### src/rtl/register_bank_if.sv
// -----------------------------------------------------------------------------
// register_bank_if
// Bus bundle between the CPU datapath and the general-purpose register file.
//
// Signals:
//   ALUresult  write data presented to the register file
//   en         per-register write enable, bit i targets register Ri
//   sel0/sel1  read-port register selects
//   Operand0/1 read-port data returned by the register file
//
// Modports:
//   master  datapath side: drives write data, enables and selects
//   slave   register-file side: drives the two operand outputs
// -----------------------------------------------------------------------------
interface register_bank_if #(
  parameter int DATA_W   = 16,
  parameter int NUM_REGS = 8,
  parameter int SEL_W    = 3
);
  logic [DATA_W-1:0]   ALUresult;
  logic [NUM_REGS-1:0] en;
  logic [SEL_W-1:0]    sel0;
  logic [SEL_W-1:0]    sel1;
  logic [DATA_W-1:0]   Operand0;
  logic [DATA_W-1:0]   Operand1;

  modport master (
    output ALUresult,
    output en,
    output sel0,
    output sel1,
    input  Operand0,
    input  Operand1
  );

  modport slave (
    input  ALUresult,
    input  en,
    input  sel0,
    input  sel1,
    output Operand0,
    output Operand1
  );
endinterface : register_bank_if

### src/rtl/register_bank.sv
// -----------------------------------------------------------------------------
// register_bank
// General-purpose register file for the 16-bit CPU datapath: NUM_REGS
// registers of DATA_W bits, one multi-target write port and two independent
// combinational read ports feeding the ALU operands.
//
// Ports:
//   clk    system clock, writes happen on the rising edge
//   reset  asynchronous active-low reset, clears every register
//   bus    register_bank_if.slave
//            ALUresult  write data
//            en         per-register write enable (several bits may be set)
//            sel0/sel1  read selects
//            Operand0/1 register[sel0] / register[sel1]
//
// Build option:
//   REGBANK_READ_BYPASS_EN  when defined, each read port forwards ALUresult
//                           combinationally if the selected register is being
//                           written this cycle (reset high). When undefined,
//                           reads show stored contents only, so a written value
//                           becomes visible right after the clock edge.
//
// NUM_REGS must equal 2**SEL_W so every select value maps to a register.
// -----------------------------------------------------------------------------
module register_bank #(
  parameter int DATA_W   = 16,
  parameter int NUM_REGS = 8,
  parameter int SEL_W    = 3
) (
  input  logic            clk,
  input  logic            reset,
  register_bank_if.slave  bus
);

  logic [DATA_W-1:0] r_regs [NUM_REGS];
  logic [DATA_W-1:0] w_op0;
  logic [DATA_W-1:0] w_op1;

  // Storage: reset forces every register to zero immediately and keeps it
  // there while low; otherwise every enabled register loads the same write
  // data on the edge, so en all-ones broadcasts and en zero changes nothing.
  always_ff @(posedge clk or negedge reset) begin
    if (!reset) begin
      for (int i = 0; i < NUM_REGS; i++) begin
        r_regs[i] <= '0;
      end
    end else begin
      for (int i = 0; i < NUM_REGS; i++) begin
        if (bus.en[i]) begin
          r_regs[i] <= bus.ALUresult;
        end
      end
    end
  end

`ifdef REGBANK_READ_BYPASS_EN
  // Write-through: a register that is being written this cycle is read as the
  // incoming data. Gated by reset so the ports read zero while reset is low.
  always_comb begin
    w_op0 = r_regs[bus.sel0];
    if (reset && bus.en[bus.sel0]) begin
      w_op0 = bus.ALUresult;
    end
  end

  always_comb begin
    w_op1 = r_regs[bus.sel1];
    if (reset && bus.en[bus.sel1]) begin
      w_op1 = bus.ALUresult;
    end
  end
`else
  // Plain reads of stored contents: one-edge write-to-read latency.
  assign w_op0 = r_regs[bus.sel0];
  assign w_op1 = r_regs[bus.sel1];
`endif

  assign bus.Operand0 = w_op0;
  assign bus.Operand1 = w_op1;

endmodule : register_bank

### src/flat_wrapper.sv
// flat-port wrapper written by rule: the top's interface ports become plain ports
module register_bank_flat 
#(
  parameter int DATA_W   = 16,
  parameter int NUM_REGS = 8,
  parameter int SEL_W    = 3
)
  (clk, reset, bus_ALUresult, bus_en, bus_sel0, bus_sel1, bus_Operand0, bus_Operand1);
  register_bank_if #(.DATA_W(DATA_W), .NUM_REGS(NUM_REGS), .SEL_W(SEL_W)) bus_i ();
  input  logic clk;
  input  logic reset;
  input wire logic [$bits(bus_i.ALUresult)-1:0] bus_ALUresult;
  input wire logic [$bits(bus_i.en)-1:0] bus_en;
  input wire logic [$bits(bus_i.sel0)-1:0] bus_sel0;
  input wire logic [$bits(bus_i.sel1)-1:0] bus_sel1;
  output wire logic [$bits(bus_i.Operand0)-1:0] bus_Operand0;
  output wire logic [$bits(bus_i.Operand1)-1:0] bus_Operand1;
  assign bus_i.ALUresult = bus_ALUresult;
  assign bus_i.en = bus_en;
  assign bus_i.sel0 = bus_sel0;
  assign bus_i.sel1 = bus_sel1;
  assign bus_Operand0 = bus_i.Operand0;
  assign bus_Operand1 = bus_i.Operand1;
  register_bank #(.DATA_W(DATA_W), .NUM_REGS(NUM_REGS), .SEL_W(SEL_W)) u_core (.clk(clk), .reset(reset), .bus(bus_i));
endmodule
### config.mk
export PLATFORM = sky130hd
export DESIGN_NAME = register_bank_flat
export DESIGN_NICKNAME = d
export VERILOG_FILES = /design/src/rtl/register_bank_if.sv /design/src/rtl/register_bank.sv /design/src/flat_wrapper.sv
export SDC_FILE = /design/constraint.sdc
export NUM_CORES = 1
export LEC_CHECK = 0
export ABC_AREA = 0
export ABC_CLOCK_PERIOD_IN_PS = 2800
export BUFFER_PORTS_ARGS = -buffer_cell sky130_fd_sc_hd__buf_2
export CAP_MARGIN = 30
export CORE_AREA = 4 4 186 116
export DETAILED_ROUTE_END_ITERATION = 6
export DIE_AREA = 0 0 190 120
export GPL_TIMING_DRIVEN = 0
export RECOVER_POWER = 50
export REMOVE_ABC_BUFFERS = 1
export SKIP_LAST_GASP = 1
export SLEW_MARGIN = 10
export SYNTH_ARGS = -nofsm -noshare
export SYNTH_HDL_FRONTEND = slang
export SYNTH_SLANG_ARGS = --single-unit
### constraint.sdc
create_clock -name clk -period 2.8 [get_ports clk]
set_input_delay 0.28 -clock clk [delete_from_list [all_inputs] [get_ports clk]]
set_output_delay 0.28 -clock clk [all_outputs]
set_load 0.005 [all_outputs]
==> Word-level counts from Yosys, hierarchy flattened <==
Index checks and enable logic that the tools add are counted.
{ "classes": {"n_mux": 6, "n_bitwise": 2, "n_lt_le_gt_ge": 2} }
{ "op_table": {"columns": ["op", "count"], "rows": [
  ["16-bit binary-select mux with 3-bit select", 2],
  ["16-bit 2-to-1 mux", 4],
  ["4-bit greater-or-equal comparator (second input constant)", 2],
  ["3-bit inverter with 4-bit output", 2]
]} }
{ "totals": {"inputBits": 32, "register_bits": 128, "output_inout_bits": 32, "elab_cells": 18} }

==> Longest topological paths before layout <==
Gate-level depths: netlist (run 1).
{ "logic_depth": {"ltp_word": 4, "ltp_mapped": 4} }

==> Worst setup path before layout (run 1) <==
No wires, ideal clock.
{ "synth_path": {"kind": "in2out", "from": "in bus_sel0[0]", "to": "out bus_Operand0[10]", "setup_slack_ns": 1.189, "t_required_ns": 2.520, "t_arrival_ns": 1.331, "cell_stages": 4, "path_cell_list": "buf_6 -> buf_6 -> mux4_1 -> mux2_2"} }
{ "synth_between": {"elab_chain_cells": 4} }
{ "synth_rtl": {"columns": ["item", "line", "text"], "rows": [
  ["start, declared", "flat_wrapper.sv:14", "input wire logic [$bits(bus_i.sel0)-1:0] bus_sel0;"],
  ["3-bit inverter with 4-bit output (not written as such)", "register_bank.sv:74", "assign w_op0 = r_regs[bus.sel0];"],
  ["16-bit binary-select mux with 3-bit select", "register_bank.sv:74", null],
  ["16-bit 2-to-1 mux (not written as such) (2 in a row)", "register_bank.sv:74", null],
  ["end, declared", "flat_wrapper.sv:16", "output wire logic [$bits(bus_i.Operand0)-1:0] bus_Operand0;"]
]} }
No other way between the ends. The select of a mux whose other input is x is not followed.

==> Worst setup path after layout (run 1) <==
{ "layout_path": {"from": "in bus_sel0[0]", "to": "out bus_Operand0[7]"} }
The elaborated chain is that of the path after synthesis.

==> results of run 1 <==
## worst max-delay path by stage
stage / end / cells past startpoint / slack [ps]
floorplan: bus_Operand0[0] / 2 / 1410
global placement: u_core.r_regs[40] / 1 / -170
detailed placement: bus_Operand0[8] / 5 / 600
CTS: bus_Operand0[3] / 5 / 580
global route: bus_Operand0[8] / 5 / 530
finish: bus_Operand0[7] / 5 / 570
## stage by stage
step | instance area, um^2 | TNS (ps) | setup WS (ps) | util
6_report | 8010 | 0 | 573.6 | 0.4052
5_1_grt | 8010 | 0 | 526.2 | 0.4052
4_1_cts | 8026 | 0 | 576.8 | 0.4060
3_5_place_dp | 7387 | 0 | 601.0 | 0.3737
3_3_place_gp | 7313 | -19810 | -167.1 | 0.3699
2_1_floorplan | 6656 | 0 | 1412 | -
## routing by layer
layer  vias to the layer above  GRT usage  wire length [um]  part of all wire
li1                       1680          -                 -                 -
met1                      2073     0.2052              7629              0.48
met2                        98     0.2277              7357              0.46
met3                        11    0.03837               909             0.057
met4                         0    0.03297               106            0.0066
met5                         -          0                 0                 0
## cells in the final DEF, fill, tap and decap left out
cell type      netlist  layout
mux4_1              56      56
dlygate4sd3_1        0       1
buf_12               0       2
mux2_2             160     160
buf_2                8      54
buf_16               0       1
mux4_2               8       8
inv_6                0       2
clkbuf_8             0       1
bufinv_16            0       4
dfrtp_1            128     128
clkbuf_2             2       1
clkinvlp_4           0       6
clkbuf_16            0      17
clkbuf_1             9      10
## logic make-up after synthesis
group | count (synthesis) | synth area share
multiplexers | 224 | 0.5036
buffers and inverters | 34 | 0.02920
flip-flops | 128 | 0.4672
## where the power goes
part	total (uW)	internal (uW)	switching [uW]
combinational	847	504	343
sequential	2160	2040	123
clock	2350	1520	834
## cell type report
cell class	count	area share
multi-input combinational	224	0.4311
sequential	128	0.3999
clock buffer	20	0.05576
timing repair buffer	67	0.04780
tap	273	0.04264
clock inverter	12	0.02281
## what timing repair did
action,CTS,global route
hold buffers,1,0
setup endpoints to repair,0,0
gates resized for setup,0,0
endpoints found under the hold margin,56,0
==> flow_metrics.tcl, run 1 <==
set metrics [dict create \
    start_util 0.3468 \
    arrival_ps 1950 \
    ys_seq_area_frac 0.4672 \
    antenna_found_initial 0 \
    setup_violations 0 \
    dieArea_um2 22800 \
    critPathKind "in2out" \
    coreArea_um2 19770 \
    fin_nets 470 \
    pwr_density_cell_nw_per_um2 669.1 \
    hold_path_depth 2 \
    antennaDiodeCount 0 \
    io_buffer_count 63 \
    yosys-top-cells-count "mux2_2, dfrtp_1, mux4_1" \
    crit_chain "buf_2 > buf_12 > mux4_1 > mux2_2 > buf_2" \
    layout.cells.non_filler 724 \
    maxCapViolations 0 \
    holdCritPathClass "in2reg" \
    htreeDepth 4 \
    cts_buffer_depth 2 \
    ant_nets 0 \
    synth_area_leader_cell "dfrtp_1" \
    grt_max_degree 73 \
    die_x_um 190 \
    tritoncts "done" \
    final_max_slew_viol_count 0 \
    synthArstFlopShare 1.000 \
    worst_path_most_repeated_cell "buf_2" \
    synth_cell_types 9 \
    period_needed_ps 2226 \
    wire_per_inst_um 22.10 \
    io_pins 64 \
    dr.pass1.iters 4 \
    grt_usage 0.1457 \
    start_kind "input pin" \
    holdPathEnd "u_core.r_regs[52]" \
    finalWeightedCongestion 0.6837 \
    crit_path_max_incr_delay_ps 630 \
    clock_skew_ps 0 \
    vdd_drop_max_mv 0.4468 \
    drc 0 \
    synth_edf_count 0 \
    power_leakage_uw 0.003318 \
    cts_made_buffers 17 \
    ys.flop_type "dfrtp_1" \
    first_iter_violations 179 \
    fin_hold_ws_ps 196.1 \
    n_fill_cell 1806 \
    clk_pin_slew_ps 60 \
    ys_top_cells_by_area "dfrtp_1, mux2_2, mux4_1" \
    clock_latency_ps 410 \
    multiInputGateArea_um2 3453 \
    route.vias.total 3862 \
    regArea_um2 3203 \
    dp_hpwl_um 9818 \
    min-delay-start "bus_ALUresult[4]" \
    grt_setup_unrepaired "no" \
    r2r_cells 1 \
    drive_above_1_share 0.5676 \
    reg2reg_slack_ps 2000 \
    fmax_ghz 0.4492 \
    netlist_area_um2 6857 \
    synth_warnings 0 \
    vias_per_cell 5.334 \
    avgSynthCellArea_um2 17.76 \
    ys_ff_latch 128 \
    cp-startpoint "bus_sel0[0]" \
    r2r_start "u_core.r_regs[31]" \
    grt_pass1_wl_um 24960 \
    tightest_slew_ps 1478 \
    power_uw 5360 \
    placedCellCount 691 \
    wl_um 16000 \
    first_global_vias 4197 \
    die_h_um 120 \
    rows 40 \
    reg_top3 "u_core.r_regs x128" \
    crit_buf_inv 3 \
    largest_register_ffs 128 \
    status "finished clean" \
    cpMaxStageDelayCell "mux4_1" \
    worstPathMaxFanout 23 \
    regMostFlops "u_core.r_regs" \
    yosysTopAreaCellShare 0.4672 \
    syn2layout_area_growth_pct 16.82 \
    grt_overflow 0 \
    cp_top_family "multiplexers" \
    r2r-end "u_core.r_regs[31]" \
    root_buffer "clkbuf_16" \
    cp-end-kind "output pin" \
    netlist_instances 386 \
    final_hold_viol_count 0 \
    cts.sinks 128 \
    cp.required_ps 2520 \
    slew_headroom 0.01434 \
    post_cts_buffers 0 \
    fin_crit_sh 0.7951 \
    synth.most_common_cell "mux2_2" \
]
Power figures use the tool's default switching activity.
==> run 2, diff against run 1 <==
- ABC_AREA: 0 -> 1
- ABC_CLOCK_PERIOD_IN_PS: 2800 -> 2000
- CORE_AREA: 4 4 186 116 -> 4 4 195 121
- DIE_AREA: 0 0 190 120 -> 0 0 199 125
- clock period: 2.8 -> 2 ns (I/O delays scaled with it)
==> run 2 against run 1 <==
  * The run now ends with capacitance limit, slew limit left
  * First-iteration DRC count grew to 3.3 times the previous value
  * Sequential power is 33% higher
  * Sequential share of layout area is 2.2 points lower
  * Sequential cell count stayed put
  * Clock skew stayed put
  * Count of clock-buffer cells in the layout stayed put
  * Combinational power is 57% higher
  * Critical path type unchanged
==> flow_metrics.tcl, run 2 <==
set metrics [dict create \
    status "finished, violations left" \
    violations "capacitance limit, slew limit" \
    vdd_drop_max_mv 0.5996 \
    vias_per_cell 4.792 \
    die_h_um 125 \
    dr.pass1.iters 6 \
    io_pins 64 \
    final.setup.tns_ps 0 \
    dpl_cell_area_um2 7809 \
    grt_max_degree 78 \
    cts_buffer_depth 2 \
    clock_latency_ps 420 \
    r2r-end "u_core.r_regs[61]" \
    clock_skew_ps 0 \
    hold_path_depth 3 \
    first_global_vias 6379 \
    grt_usage 0.1860 \
    wire_per_inst_um 15.72 \
    ys_ff_latch 128 \
    cts.sinks 128 \
    synthArstFlopShare 1.000 \
    synth_cell_types 12 \
    crit_path_max_incr_delay_ps 600 \
    r2r_cells 2 \
    holdPathEnd "u_core.r_regs[38]" \
    ys.flop_type "dfrtp_1" \
    regMostFlops "u_core.r_regs" \
    final_max_slew_viol_count 264 \
    coreArea_um2 21760 \
    tritoncts "done" \
    final_util 0.3896 \
    ant_nets 0 \
    fmax_ghz 0.5022 \
    cpMaxStageDelayCell "inv_1" \
    grt_overflow 0 \
    io_buffer_count 63 \
    period_needed_ps 1991 \
    first_iter_violations 595 \
    reg2reg_slack_ps 1190 \
    crit_chain "buf_2 > inv_1 > nand2_1 > nand2_1 > buf_2" \
    fin_crit_sh 0.9956 \
    yosysTopAreaCellShare 0.4238 \
    yosys-top-cells-count "nand2_1, inv_1, dfrtp_1, nand3_1, o21ai_0" \
    synth.most_common_cell "nand2_1" \
    slew_headroom -0.1225 \
    reg_top3 "u_core.r_regs x128" \
    fin_nets 1183 \
    wl_um 22800 \
    htreeDepth 4 \
    route.vias.total 6949 \
    setup_violations 0 \
    multiInputGateArea_um2 3323 \
    rows 42 \
    cp.required_ps 1800 \
    final_hold_viol_count 0 \
    start_kind "input pin" \
    n_fill_cell 2308 \
    netlist_area_um2 7558 \
    avgSynthCellArea_um2 6.584 \
    worstPathMaxFanout 17 \
    dieArea_um2 24880 \
    drc 0 \
    pwr_density_cell_nw_per_um2 887.7 \
    antenna_found_initial 1 \
    grt_setup_unrepaired "yes" \
    synth_area_leader_cell "dfrtp_1" \
    regArea_um2 3203 \
    netlist_instances 1148 \
    tightest_slew_ps 1684 \
    grt_pass1_wl_um 36140 \
    postLayoutCellArea_um2 8477 \
    critPathKind "in2out" \
    start_util 0.3474 \
    synth_warnings 0 \
    layout_common_cells "nand2_1, inv_1, nand3_1, o21ai_0, dfrtp_1" \
    cp-end-kind "output pin" \
    clk_pin_slew_ps 60 \
    holdCritPathClass "in2reg" \
    arrival_ps 1790 \
    largest_register_ffs 128 \
    ys_top_cells_by_area "dfrtp_1, nand2_1, nand3_1" \
    finalWeightedCongestion 0.7718 \
    r2r_start "u_core.r_regs[61]" \
    die_x_um 199 \
    drive_above_1_share 0.08333 \
    antennaDiodeCount 0 \
    power_leakage_uw 0.004647 \
    syn2layout_area_growth_pct 12.15 \
    maxCapViolations 8 \
    root_buffer "clkbuf_16" \
    min-delay-start "bus_ALUresult[6]" \
    final_common_cell "nand2_1" \
    ys_seq_area_frac 0.4238 \
    cts_made_buffers 17 \
    dp_hpwl_um 13000 \
    synth_edf_count 0 \
]
## run 2: changes by cell type in the layout (fill, tap and decap cells not counted), sizes merged, moves of 2 or more
cell      before  now
nand2          0  544
o21ai          0  128
buf           57   61
clkinv         0    5
inv            2  134
mux4          64    0
clkinvlp       6    4
nand3          0  128
mux2         160    0
## run 2: what timing repair did
item / 4_1_cts / 5_1_grt
setup buffers: 0 / 2
resized for setup: 6 / 5
hold buffers: 1 / 0
setup endpoints to repair: 32 / 22
endpoints found under the hold margin: 51 / 0
## run 2: area by class of cell
cell class | count | area share
multi-input combinational | 800 | 0.3920
clock buffer | 20 | 0.05506
inverter | 134 | 0.06037
clock inverter | 12 | 0.01860
timing repair buffer | 70 | 0.05387
tap | 286 | 0.04221
sequential | 128 | 0.3779
## run 2: worst max-delay path, delay by kind of cell
family                 cells  cell delay, ps
buffers and inverters      3            1220
and+or+nand+nor            2             360
## run 2: metal layers
metal	vias to the layer above	part of all wire	wire [um]	global-route usage
li1	3505	-	-	-
met1	3176	0.50	11430	0.2838
met2	248	0.42	9587	0.2719
met3	18	0.071	1620	0.03845
met4	2	0.0066	150	0.04019
met5	-	0.00053	12	0
## run 2: kinds of logic (layout without fill, tap and decap cells)
group	Yosys count	in the layout	share of synthesized area
compound gates	128	128	0.08475
buf+inv	220	236	0.1366
flops	128	128	0.4238
simple gates	672	672	0.3549
## run 2: worst max-delay path by stage
| stage | from | to | slack [ps] | cells past startpoint |
|---|---|---|---|---|
| 2_1_floorplan | bus_sel1[0] | bus_Operand1[0] | 760 | 6 |
| 3_3_place_gp | bus_sel1[0] | bus_Operand1[4] | -1180 | 8 |
| 3_5_place_dp | bus_sel0[0] | bus_Operand0[4] | -350 | 9 |
| 4_1_cts | bus_sel1[1] | bus_Operand1[4] | 2 | 8 |
| 5_1_grt | bus_sel1[2] | bus_Operand1[4] | -8 | 5 |
| 6_report | bus_sel1[2] | bus_Operand1[4] | 9 | 5 |
## run 2: stage by stage
stage,power (uW),setup slack (ps),hold WS (ps),cells
detailed placement,4233,-354.3,200.2,1415
CTS,7566,1.901,89.71,1448
finish,7525,8.803,103.0,1450
floorplan,3637,761.1,-95.59,1062
global route,7907,-8.435,105.8,1450
global placement,4185,-1182,513.9,1411
## run 2: where the power goes
group	switching [uW]	internal, uW
sequential	57.6	2820
combinational	916	412
clock	1250	2070
total	2230	5300
